==> src/rtl/l1_dm_lfe.sv <==
// L1 data-cache line fill engine: dirty-victim writeback read-out, then refill writes into the same set.
// Optional macro L1_DM_LFE_CRIT_FIRST_EN adds req_off/crit_val for critical-word-first refill order.
module l1_dm_lfe #(
  parameter  int unsigned WIDTH = 32,
  parameter  int unsigned DEPTH = 1024,
  parameter  int unsigned BEATS = 8,
  localparam int unsigned IDXW  = $clog2(DEPTH / BEATS),
  localparam int unsigned OFFW  = $clog2(BEATS),
  localparam int unsigned AW    = $clog2(DEPTH)
) (
  input  logic             clk,
  input  logic             rst,
  input  logic             req_val,
  output logic             req_rdy,
  input  logic [IDXW-1:0]  req_idx,
  input  logic             req_dirty,
`ifdef L1_DM_LFE_CRIT_FIRST_EN
  input  logic [OFFW-1:0]  req_off,
  output logic             crit_val,
`endif
  output logic             wb_val,
  input  logic             wb_rdy,
  output logic [WIDTH-1:0] wb_data,
  output logic             wb_last,
  input  logic             fill_val,
  output logic             fill_rdy,
  input  logic [WIDTH-1:0] fill_data,
  input  logic             fill_last,
  output logic             mem_en,
  output logic             mem_we,
  output logic [AW-1:0]    mem_addr,
  output logic [WIDTH-1:0] mem_wdata,
  input  logic [WIDTH-1:0] mem_rdata,
  output logic             busy,
  output logic             done,
  output logic             err
);

  typedef enum logic [2:0] {S_IDLE, S_EVICT, S_DRAIN, S_FILL, S_DONE} state_t;

  state_t           state, state_nx;
  logic [IDXW-1:0]  idx_q;
  logic [OFFW-1:0]  rd_cnt, wb_cnt, fill_cnt, beat_addr;
  logic [WIDTH-1:0] fifo_q [2];
  logic             wr_ptr, rd_ptr;
  logic [1:0]       fifo_cnt, occ;
  logic             inflight, mismatch;
  logic             wb_pop, rd_issue, fill_acc, req_acc;
  logic             fill_end;

`ifdef L1_DM_LFE_CRIT_FIRST_EN
  logic [OFFW-1:0]  off_q;
  assign beat_addr = OFFW'(off_q + fill_cnt);
`else
  assign beat_addr = fill_cnt;
`endif

  // Writeback FIFO head drives the WB channel; head is stable until popped.
  assign wb_val   = (fifo_cnt != 2'd0);
  assign wb_data  = fifo_q[rd_ptr];
  assign wb_last  = (wb_cnt == OFFW'(BEATS - 1));
  assign wb_pop   = wb_val & wb_rdy;
  assign occ      = 2'(fifo_cnt + {1'b0, inflight});
  assign req_acc  = req_val & req_rdy;
  assign fill_end = (fill_cnt == OFFW'(BEATS - 1));

  always_comb begin
    state_nx  = state;
    req_rdy   = 1'b0;
    fill_rdy  = 1'b0;
    busy      = 1'b1;
    done      = 1'b0;
    err       = 1'b0;
    mem_en    = 1'b0;
    mem_we    = 1'b0;
    mem_addr  = '0;
    mem_wdata = '0;
    rd_issue  = 1'b0;
    fill_acc  = 1'b0;
`ifdef L1_DM_LFE_CRIT_FIRST_EN
    crit_val  = 1'b0;
`endif
    case (state)
      S_IDLE: begin
        req_rdy = 1'b1;
        busy    = 1'b0;
        if (req_val) state_nx = req_dirty ? S_EVICT : S_FILL;
      end
      S_EVICT: begin
        // A read may issue when a FIFO slot is free after this cycle's pop.
        if ((occ < 2'd2) || wb_pop) begin
          rd_issue = 1'b1;
          mem_en   = 1'b1;
          mem_addr = {idx_q, rd_cnt};
          if (rd_cnt == OFFW'(BEATS - 1)) state_nx = S_DRAIN;
        end
      end
      S_DRAIN: begin
        if (wb_pop && wb_last) state_nx = S_FILL;
      end
      S_FILL: begin
        fill_rdy = 1'b1;
        if (fill_val) begin
          fill_acc  = 1'b1;
          mem_en    = 1'b1;
          mem_we    = 1'b1;
          mem_addr  = {idx_q, beat_addr};
          mem_wdata = fill_data;
`ifdef L1_DM_LFE_CRIT_FIRST_EN
          crit_val  = (fill_cnt == '0);
`endif
          if (fill_end) state_nx = S_DONE;
        end
      end
      S_DONE: begin
        done     = 1'b1;
        err      = mismatch;
        state_nx = S_IDLE;
      end
      default: state_nx = S_IDLE;
    endcase
  end

  always_ff @(posedge clk) begin
    if (rst) begin
      state    <= S_IDLE;
      idx_q    <= '0;
      rd_cnt   <= '0;
      wb_cnt   <= '0;
      fill_cnt <= '0;
      wr_ptr   <= 1'b0;
      rd_ptr   <= 1'b0;
      fifo_cnt <= 2'd0;
      inflight <= 1'b0;
      mismatch <= 1'b0;
`ifdef L1_DM_LFE_CRIT_FIRST_EN
      off_q    <= '0;
`endif
    end else begin
      state    <= state_nx;
      inflight <= rd_issue;
      fifo_cnt <= 2'(fifo_cnt + {1'b0, inflight} - {1'b0, wb_pop});
      if (inflight) wr_ptr <= ~wr_ptr;
      if (wb_pop) begin
        rd_ptr <= ~rd_ptr;
        wb_cnt <= wb_cnt + OFFW'(1);
      end
      if (rd_issue) rd_cnt <= rd_cnt + OFFW'(1);
      if (fill_acc) begin
        fill_cnt <= fill_cnt + OFFW'(1);
        if (fill_last != fill_end) mismatch <= 1'b1;
      end
      if (state == S_DONE) mismatch <= 1'b0;
      if (req_acc) begin
        idx_q    <= req_idx;
        rd_cnt   <= '0;
        wb_cnt   <= '0;
        fill_cnt <= '0;
`ifdef L1_DM_LFE_CRIT_FIRST_EN
        off_q    <= req_off;
`endif
      end
    end
  end

  // Read data lands in the FIFO the cycle after the array read.
  always_ff @(posedge clk) begin
    if (inflight) fifo_q[wr_ptr] <= mem_rdata;
  end

endmodule

==> config.mk <==
export PLATFORM = sky130hd
export DESIGN_NAME = l1_dm_lfe
export DESIGN_NICKNAME = d
export VERILOG_FILES = /design/src/rtl/l1_dm_lfe.sv
export SDC_FILE = /design/constraint.sdc
export NUM_CORES = 1
export LEC_CHECK = 0
export BUFFER_PORTS_ARGS = -buffer_cell sky130_fd_sc_hd__buf_4
export CORE_ASPECT_RATIO = 1.5
export CORE_MARGIN = 5
export CORE_UTILIZATION = 35
export DETAILED_ROUTE_END_ITERATION = 6
export HOLD_SLACK_MARGIN = 0.02
export SYNTH_ARGS = -nofsm -noshare
export SYNTH_HDL_FRONTEND = slang
export SYNTH_SLANG_ARGS = --single-unit
==> constraint.sdc <==
create_clock -name clk -period 2.2 [get_ports clk]
set_clock_uncertainty 0.05 [all_clocks]
set_input_delay 0.22 -clock clk [delete_from_list [all_inputs] [get_ports clk]]
set_output_delay 0.22 -clock clk [all_outputs]
set_load 0.02 [all_outputs]
Yosys cells after proc, flatten, opt, wreduce, memory -nomap -nowiden

Memories as Yosys holds them, arrays and structs flattened. A register that Yosys moved wholly into a read port is not among the register bits.
Index checks and enable logic that the tools add are counted.

Output and inout port bits: 83
Memories: 1
Input bits: 78
Word-level logic and storage cells: 70
Bits in writable memories: 64
Bits in registers: 25

Add/subtract/negate cells: 5
Multiplexer cells: 27
Bitwise logic cells: 4
Reduce and logical (&&, ||, !) cells: 8
Equality and inequality tests: 14
$lt $le $gt $ge: 1

Memories:

| memory | depth | bits a word | rd ports | clocked after Yosys merged registers in | write ports | line | RTL |
|---|---|---|---|---|---|---|---|
| fifo_q | 2     | 32          | 1        | 1                                       | 1           | 44   | `logic [WIDTH-1:0] fifo_q [2];` |

Operators with widths:

| kind                                                 | number |
|---|---|
| 2-to-1 mux 32 bit                                    | 2 |
| 2-to-1 mux 10 bit                                    | 2 |
| one-hot mux 10 bit (2 select lines)                  | 1 |
| 2-to-1 mux 3 bit                                     | 6 |
| 2-to-1 mux 1 bit                                     | 13 |
| equality test 3 bit (second input constant)          | 4 |
| != test 2 bit (second input constant)                | 6 |
| one-hot mux 3 bit (4 select lines)                   | 1 |
| adder 3 x 1 -> 3 bit (second input constant)         | 3 |
| equality test 3 x 2 -> 1 bit (second input constant) | 2 |
| AND reduction 6 bit                                  | 1 |
| OR reduction 2 bit                                   | 2 |
| equality test 3 x 1 -> 1 bit (second input constant) | 1 |
| logical NOT 3 bit                                    | 1 |
| adder 2 x 1 -> 2 bit                                 | 1 |
| bitwise AND 1 bit                                    | 2 |
| < comparator 2 bit (second input constant)           | 1 |
| 2-to-1 mux 2 bit                                     | 1 |
| inverter 1 bit                                       | 2 |
| one-hot mux 1 bit (2 select lines)                   | 1 |
| AND reduction 2 bit                                  | 1 |
| nonzero test 2 bit                                   | 1 |
| subtractor 2 x 1 -> 2 bit                            | 1 |
| logical AND 1 bit                                    | 1 |
| other kinds (2)                                      | 2 |

Depth between registers and ports, before layout

Gate-level depths: netlist of run 1.

Word-level depth: 5
Mapped depth: 6
Gate-level depth less buffers: 6

Worst setup path after synthesis of run 1

No wires, ideal clock.

Path kind: register to register
Start point: reg inflight
End point: mem fifo_q[0][0] (enable)
Stages on the path, launching flop included: 2
Path buffers: 0
Data required time: 1.725 ns
Period minus slack after synthesis: 2.305 ns
Arrival: 1.830 ns
Path slack: -0.105 ns
Path through: dfxtp_1 -> nor2b_1

Cells in the longest elaborated chain, start to end: 2

RTL lines:

| element                                | line | RTL |
|---|---|---|
| start, declared                        | 47   | `logic inflight, mismatch;` |
| start signal, assigned                 | 141  | `inflight <= rd_issue;` |
| 2-to-1 mux 1 bit                       | 168  | `if (inflight) fifo_q[wr_ptr] <= mem_rdata;` |
| 2-to-1 mux 1 bit (not written as such) | 168  |  |
| end, declared                          | 44   |  |

Every way passes these cells.

Worst setup path after layout of run 1

Start point: reg state[2]
End point: out mem_addr[0]

Cells in the longest elaborated chain, start to end: 2
Elaborated cells on any way between the ends: 3
Those cells by class: eq/ne (2); mux (1)

RTL lines:

| element                                                                             | line | RTL |
|---|---|---|
| start, declared                                                                     | 41   | `state_t state, state_nx;` |
| start signal, assigned                                                              | 140  | `state <= state_nx;` |
| equality test 3 x 2 -> 1 bit / equality test 3 x 1 -> 1 bit (equally long branches) | 83   | `case (state)` |
| one-hot mux 10 bit (2 select lines) (*)                                             | 83   |  |
| end, declared                                                                       | 31   | `output logic [AW-1:0] mem_addr,` |

Mark *: on every way between the ends. The rest lies on a longest branch, timed or not.

==> results of run 1 <==
==> worst max-delay path, stage by stage, from the launching register on <==
cell and delay [ns]:
dfxtp_1 0.37, or3b_1 0.44, a211oi_4 0.25, buf_4 0.19
a22o_1 0.13, buf_4 0.14
==> cell type report <==
cell class | instances | area (sq um)
Timing Repair Buffer | 199 | 1600
Clock inverter | 7 | 67.6
Fill cell | 932 | 4690
Clock buffer | 9 | 225
Tap cell | 144 | 180
Sequential cell | 90 | 2440
Multi-Input combinational cell | 166 | 1260
Inverter | 4 | 15.0
==> cell families after synthesis <==
kind of cell             after synthesis  share of synthesized area [%]
AND/OR/NAND/NOR                       91                           13.1
flip-flops                            90                           65.6
multiplexers                          38                           11.3
AO/OA/AOI/OAI                         21                           3.80
buffers and inverters                 15                           1.55
XOR/XNOR                               8                           1.88
adder cells (fa/ha/maj)                8                           2.69
==> per-stage QoR <==
stage / util (%) / area (sq um) / hold WS [ns]
global route: 55.2 / 5790 / 0.0219
detailed placement: 49.1 / 5140 / 0.358
global placement: 49.1 / 5140 / 0.356
floorplan: - / 3720 / 0.239
finish: 55.2 / 5790 / 0.0377
CTS: 55.0 / 5760 / 0.0242
==> power breakdown <==
part | total, W | switching [W] | internal [W]
combinational | 0.00138 | 0.000691 | 0.000689
clock | 0.00148 | 0.000604 | 0.000878
sequential | 0.00199 | 0.0000608 | 0.00193
total | 0.00485 | 0.00136 | 0.00349
==> synth_stat cells, drive strengths merged <==
cell type / n
a211oi: 2
a21o: 1
a21oi: 13
a22o: 3
and2: 35
and3: 1
buf: 4
clkbuf: 7
dfxtp: 26
edfxtp: 64
ha: 8
inv: 4
mux2: 32
mux2i: 6
nand2: 18
nand2b: 2
nor2: 17
nor2b: 9
nor3: 4
nor3b: 2
o211a: 1
o21ai: 1
or2: 2
or3b: 1
xnor2: 4
xor2: 4
==> placed cells by master (no fill, tap or decap) <==
cell type | synthesis | layout
buf_4 | 0 | 166
edfxtp_1 | 64 | 64
and2_1 | 35 | 35
mux2_2 | 32 | 32
dlygate4sd3_1 | 0 | 31
dfxtp_1 | 26 | 25
nand2_1 | 18 | 18
nor2_1 | 16 | 16
a21oi_1 | 13 | 13
clkbuf_16 | 0 | 9
nor2b_1 | 9 | 8
ha_1 | 8 | 7
mux2i_1 | 6 | 6
inv_1 | 4 | 4
nor3_1 | 4 | 4
xor2_1 | 4 | 4
xnor2_1 | 4 | 4
a22o_1 | 3 | 3
clkinv_1 | 0 | 3
or2_2 | 2 | 2
nand2b_1 | 2 | 2
inv_6 | 0 | 2
buf_12 | 0 | 2
o21ai_1 | 1 | 1
nor3b_4 | 0 | 1
or3b_1 | 1 | 1
nor3b_2 | 1 | 1
a211oi_4 | 1 | 1
nor2_4 | 0 | 1
and3_1 | 1 | 1
nor2b_4 | 0 | 1
a21o_1 | 1 | 1
o211a_1 | 1 | 1
a211oi_1 | 1 | 1
ha_4 | 0 | 1
bufinv_16 | 0 | 1
clkinv_4 | 0 | 1
dfxtp_2 | 0 | 1
==> sequential cells by signal, summed over array words and instances (netlist names), named ones only <==
| register | count |
|---|---|
| fifo_cnt | 2 |
| inflight | 1 |
| fifo_q | 64 |
| mismatch | 1 |
| wr_ptr | 1 |
| state | 3 |
| idx_q | 7 |
| rd_cnt | 3 |
| rd_ptr | 1 |
| beat_addr | 3 |
| wb_cnt | 3 |
==> repair_timing <==
item,CTS,global route
setup buffers,1,0
pin swaps,1,0
resized for setup,2,6
hold buffers,31,0
endpoints found under the hold margin,62,0
endpoints found under the setup margin,8,43
==> routing by layer <==
| layer | GRT usage (%) | wire length (microns) | up-vias |
|---|---|---|---|
| met3 | 4.04 | 584 | 8 |
| li1 | - | - | 1355 |
| met4 | 3.69 | 100 | 0 |
| met2 | 26.4 | 5080 | 103 |
| met1 | 15.0 | 3390 | 1291 |
| met5 | 0 | 0 | - |
==> final timing paths <==
kind | startpoint | endpoint | slack, ns
worst min register to register | idx_q[1] | idx_q[1] | 0.41
worst max register to register | state[2] | rd_cnt[1] | 0.43
worst max-delay path | state[2] | mem_addr[0] | 0.09
worst min-delay path | mem_rdata[19] | fifo_q[0][19] | 0.04
==> run_results.csv, run 1 <==
group,metric,value,unit
drt,dr_total_vias,2757,
yosys,synth.top_cell.area_share,51.6,%
timing,finalMaxSlewViolations,0,
clocking,h-tree-depth,3,
setup_path,path_class,"flip-flop to primary output",
clocking,cts-buffers-inserted,9,
timing,setup_tns,0,ns
clocking,clk_latency,0.33,ns
clocking,clockBufferDepth,2,
die,rows,46,
timing,period_needed,2.11,ns
place,dp.cells,571,
yosys,ys_types,30,
hold_path,worstHoldPathType,"input pin to flip-flop",
cells_and_area,fin_nets,556,
setup_path,start_kind,"flip-flop",
setup_path,critPathMaxFanout,7,
yosys,synth_top_area_cell,"edfxtp_1",
timing,postLayoutSetupSlackWorst,0.0914,ns
yosys,postSynthCellCount,271,
place,io_buffers,160,
yosys,syn-num-nets,357,
timing,rsz0062_at_grt,"no",
drt,drt_wl_total,9160,microns
die,io-pin-count,161,
global_route,grt_pass1_vias,2973,
yosys,syn_area_per_cell,13.7,sq um
global_route,antenna_found_initial,0,
drt,drt_iter0_drc,42,
clocking,cts_tree,"built",
clocking,ctsRootBufferMaster,"clkbuf_16",
drt,wire_per_inst,14.8,microns
pwr,power_density,838,nW/um^2
yosys,netlist_top_cells_area,"edfxtp_1, dfxtp_1, mux2_2",
yosys,synth_area,3720,sq um
pwr,power,0.00485,W
cells_and_area,drive_gt1_share,46.7,%
clocking,clock_sinks,90,
yosys,yosysSeqAreaShare,65.6,%
pwr,peakVddDrop,471,uV
timing,finalSetupViolCount,0,
place,gp_congestion,0.750,
yosys,yosys_warnings,0,
drt,drtAntennaViolNets,0,
die,die_height,136,microns
outcome,status,"finished, final reports clean",
die,die_w,94.2,microns
die,die-area,12800,sq um
cells_and_area,num_antenna_cells,0,
drt,dr.pass1.iters,4,
place,dpl.hpwl,6900,microns
run,drv_cap,0,
global_route,grt_use_total,14.0,%
drt,viasPerCell,4.45,
hold_path,min_path_cells,1,
timing,worst_slew_pin_slew,0.449,ns
setup_path,ff2ff_path_depth,6,
timing,finalHoldViolCount,0,
setup_path,arrival,1.84,ns
global_route,grt_pass1_wl,14100,microns
cells_and_area,stdcell_count,619,
timing,period_share,95.8,%
yosys,synth_seq_cells,90,
die,start_util,35.5,%
pwr,power_leakage,2.44,nW
timing,slew_headroom,70.0,%
clocking,path_clk_slew,0.06,ns
cells_and_area,area_growth,55.5,%
setup_path,crit_required,1.93,ns
timing,fmax,474,MHz
place,dp_slack,0.201,ns
drt,drc,0,
global_route,grt_max_degree,41,
die,coreArea,10500,sq um
setup_path,critPathCaptureType,"primary output",
global_route,grt_overflow,0,
(Power assumes the default switching activity.)
==> inputs of run 2 (changes only) <==
==> constraint.sdc (replaced) <==
create_clock -name clk -period 2.61 [get_ports clk]
set_clock_uncertainty 0.05 [all_clocks]
set_input_delay 0.261 -clock clk [delete_from_list [all_inputs] [get_ports clk]]
set_output_delay 0.261 -clock clk [all_outputs]
set_load 0.02 [all_outputs]
==> run 2 against run 1 <==
Against the previous run:
- setup slack improved by 0.12 ns
- sequential share of layout area rose by 3.2 points
- die area did not move
- via count fell by 5.5%
- critical path type unchanged
- clock power fell by 24%
- non-clock buffer count fell by 34
- clock-buffer cell count did not move
- register-to-register slack improved by 0.40 ns
- cell count fell by 5.8%
- highest routed layer unchanged
- sequential power fell by 16%
- sequential cell count did not move
- first-iteration DRC count rose by 48%
==> run_results.csv, run 2 (synthesis results as in run 1) <==
group,metric,value,unit
outcome,status,"finished, final reports clean",
setup_path,critPathCaptureType,"primary output",
cells_and_area,utilization,51.3,%
setup_path,critPathTopFamily,"simple AND/OR/NAND/NOR gates",
cells_and_area,num_antenna_cells,0,
global_route,grtUsageMet2,24.3,%
global_route,met3_usage,4.98,%
setup_path,critPathMaxFanout,8,
drt,drt_wl_total,8760,microns
global_route,grt.busiest_layer,"met2",
pwr,power_leakage,2.26,nW
setup_path,cp.buffers_inverters,1,
place,dpl.hpwl,6600,microns
place,gp_congestion,0.705,
setup_path,start_kind,"flip-flop",
global_route,grt_use_met1,14.5,%
global_route,grt_max_degree,42,
drt,viasPerCell,4.47,
cells_and_area,stdcell_count,583,
clocking,clk_latency,0.33,ns
drt,dr.pass1.iters,4,
cells_and_area,area_growth,44.3,%
timing,period_needed,2.40,ns
pwr,power_density,726,nW/um^2
die,die-area,12800,sq um
timing,rsz0062_at_grt,"no",
drt,drc,0,
global_route,antenna_found_initial,0,
setup_path,slowest_delay,0.44,ns
die,start_util,35.5,%
clocking,h-tree-depth,3,
cells_and_area,final_common_cell,"buf_4",
drt,drt_iter0_drc,62,
die,rows,46,
clocking,cts-buffers-inserted,9,
place,io_buffers,160,
cells_and_area,largest_reg_flops,64,
cells_and_area,final_cell_mix,"buf_4, edfxtp_1, and2_1, mux2_2, dfxtp_1",
setup_path,crit_path_start,"fifo_cnt[0]",
run,drv_cap,0,
clocking,clockBufferDepth,2,
timing,setup_tns,0,ns
global_route,grt_use_total,13.4,%
die,die_height,136,microns
clocking,cts_tree,"built",
timing,finalSetupViolCount,0,
cells_and_area,fin_nets,522,
global_route,grt_pass1_vias,2742,
setup_path,path_depth,6,
drt,dr_total_vias,2606,
setup_path,path_class,"flip-flop to primary output",
pwr,peakVddDrop,302,uV
clocking,clock_sinks,90,
timing,finalMaxSlewViolations,0,
clocking,path_clk_slew,0.06,ns
timing,slew_headroom,66.5,%
hold_path,worstHoldPathType,"input pin to flip-flop",
drt,drtAntennaViolNets,0,
clocking,cts_hold_buf,0,
setup_path,crit_required,2.30,ns
timing,fmax,416,MHz
clocking,ctsRootBufferMaster,"clkbuf_16",
die,coreArea,10500,sq um
setup_path,crit_slowest_cell,"nor3b_1",
hold_path,hp-start,"mem_rdata[18]",
global_route,grt_pass1_wl,13300,microns
cells_and_area,largest_registers,"fifo_q x64, idx_q x7",
setup_path,ff2ff_path_depth,4,
global_route,grt_overflow,0,
hold_path,min_path_cells,1,
die,io-pin-count,161,
place,dp.cells,569,
cells_and_area,max_flop_register,"fifo_q",
cells_and_area,drive_gt1_share,49.4,%
timing,worst_slew_pin_slew,0.498,ns
cells_and_area,fill_cells,984,
die,die_w,94.2,microns
clocking,cts_setup_buffers,0,
setup_path,arrival,2.09,ns
timing,period_share,92.0,%
setup_path,path_cells,"ha_1, nor3b_1, a211oi_4, nor2_2, nor2b_1, buf_4",
timing,finalHoldViolCount,0,
drt,wire_per_inst,15.0,microns
setup_path,reg2reg_from,"state[2]",
clocking,ctsResizeCount,0,
## run 2: changes by cell type in the layout (fill, tap and decap cells not counted), moves of 2 or more
cell | previous run | this run
clkinv_1 | 3 | 0
dlygate4sd3_1 | 31 | 0
clkinvlp_4 | 0 | 2
buf_12 | 2 | 0
inv_6 | 2 | 0
## run 2: path summary, 6_finish.rpt
kind	slack, ns	to
max	0.21	mem_addr[3]
min	0.07	fifo_q[1][18]
max reg2reg	0.83	wb_cnt[2]
min reg2reg	0.40	idx_q[4]
## run 2: cell type report
type	count	area, sq um	share of cell area [%]
Sequential cell	90	2440	45.5
Timing Repair Buffer	165	1240	23.1
Multi-Input combinational cell	166	1230	23.0
Clock buffer	9	225	4.19
Tap cell	144	180	3.36
Clock inverter	5	33.8	0.629
Inverter	4	15.0	0.280
## run 2: metal layers
layer,vias to the layer above,share of wire (%)
li1,1280,-
met1,1219,37
met2,96,54
met3,11,8.3
met4,0,1.3
met5,-,0
## run 2: report_power, final
part	total [W]	leakage (nW)	internal [W]	switching, W
registers	0.00167	0.791	0.00163	0.0000462
clock network	0.00113	0.119	0.000631	0.000495
logic	0.00110	1.35	0.000530	0.000573
total	0.00390	2.26	0.00279	0.00111
## run 2: through the flow
step | instance area (sq um) | setup slack, ns | total power [W] | hold WS [ns]
2_1_floorplan | 3720 | 0.305 | 0.00237 | 0.280
3_3_place_gp | 5110 | 0.591 | 0.00281 | 0.396
3_5_place_dp | 5110 | 0.553 | 0.00282 | 0.396
4_1_cts | 5370 | 0.176 | 0.00396 | 0.0493
5_1_grt | 5370 | 0.0112 | 0.00410 | 0.0470
6_report | 5370 | 0.208 | 0.00390 | 0.0669
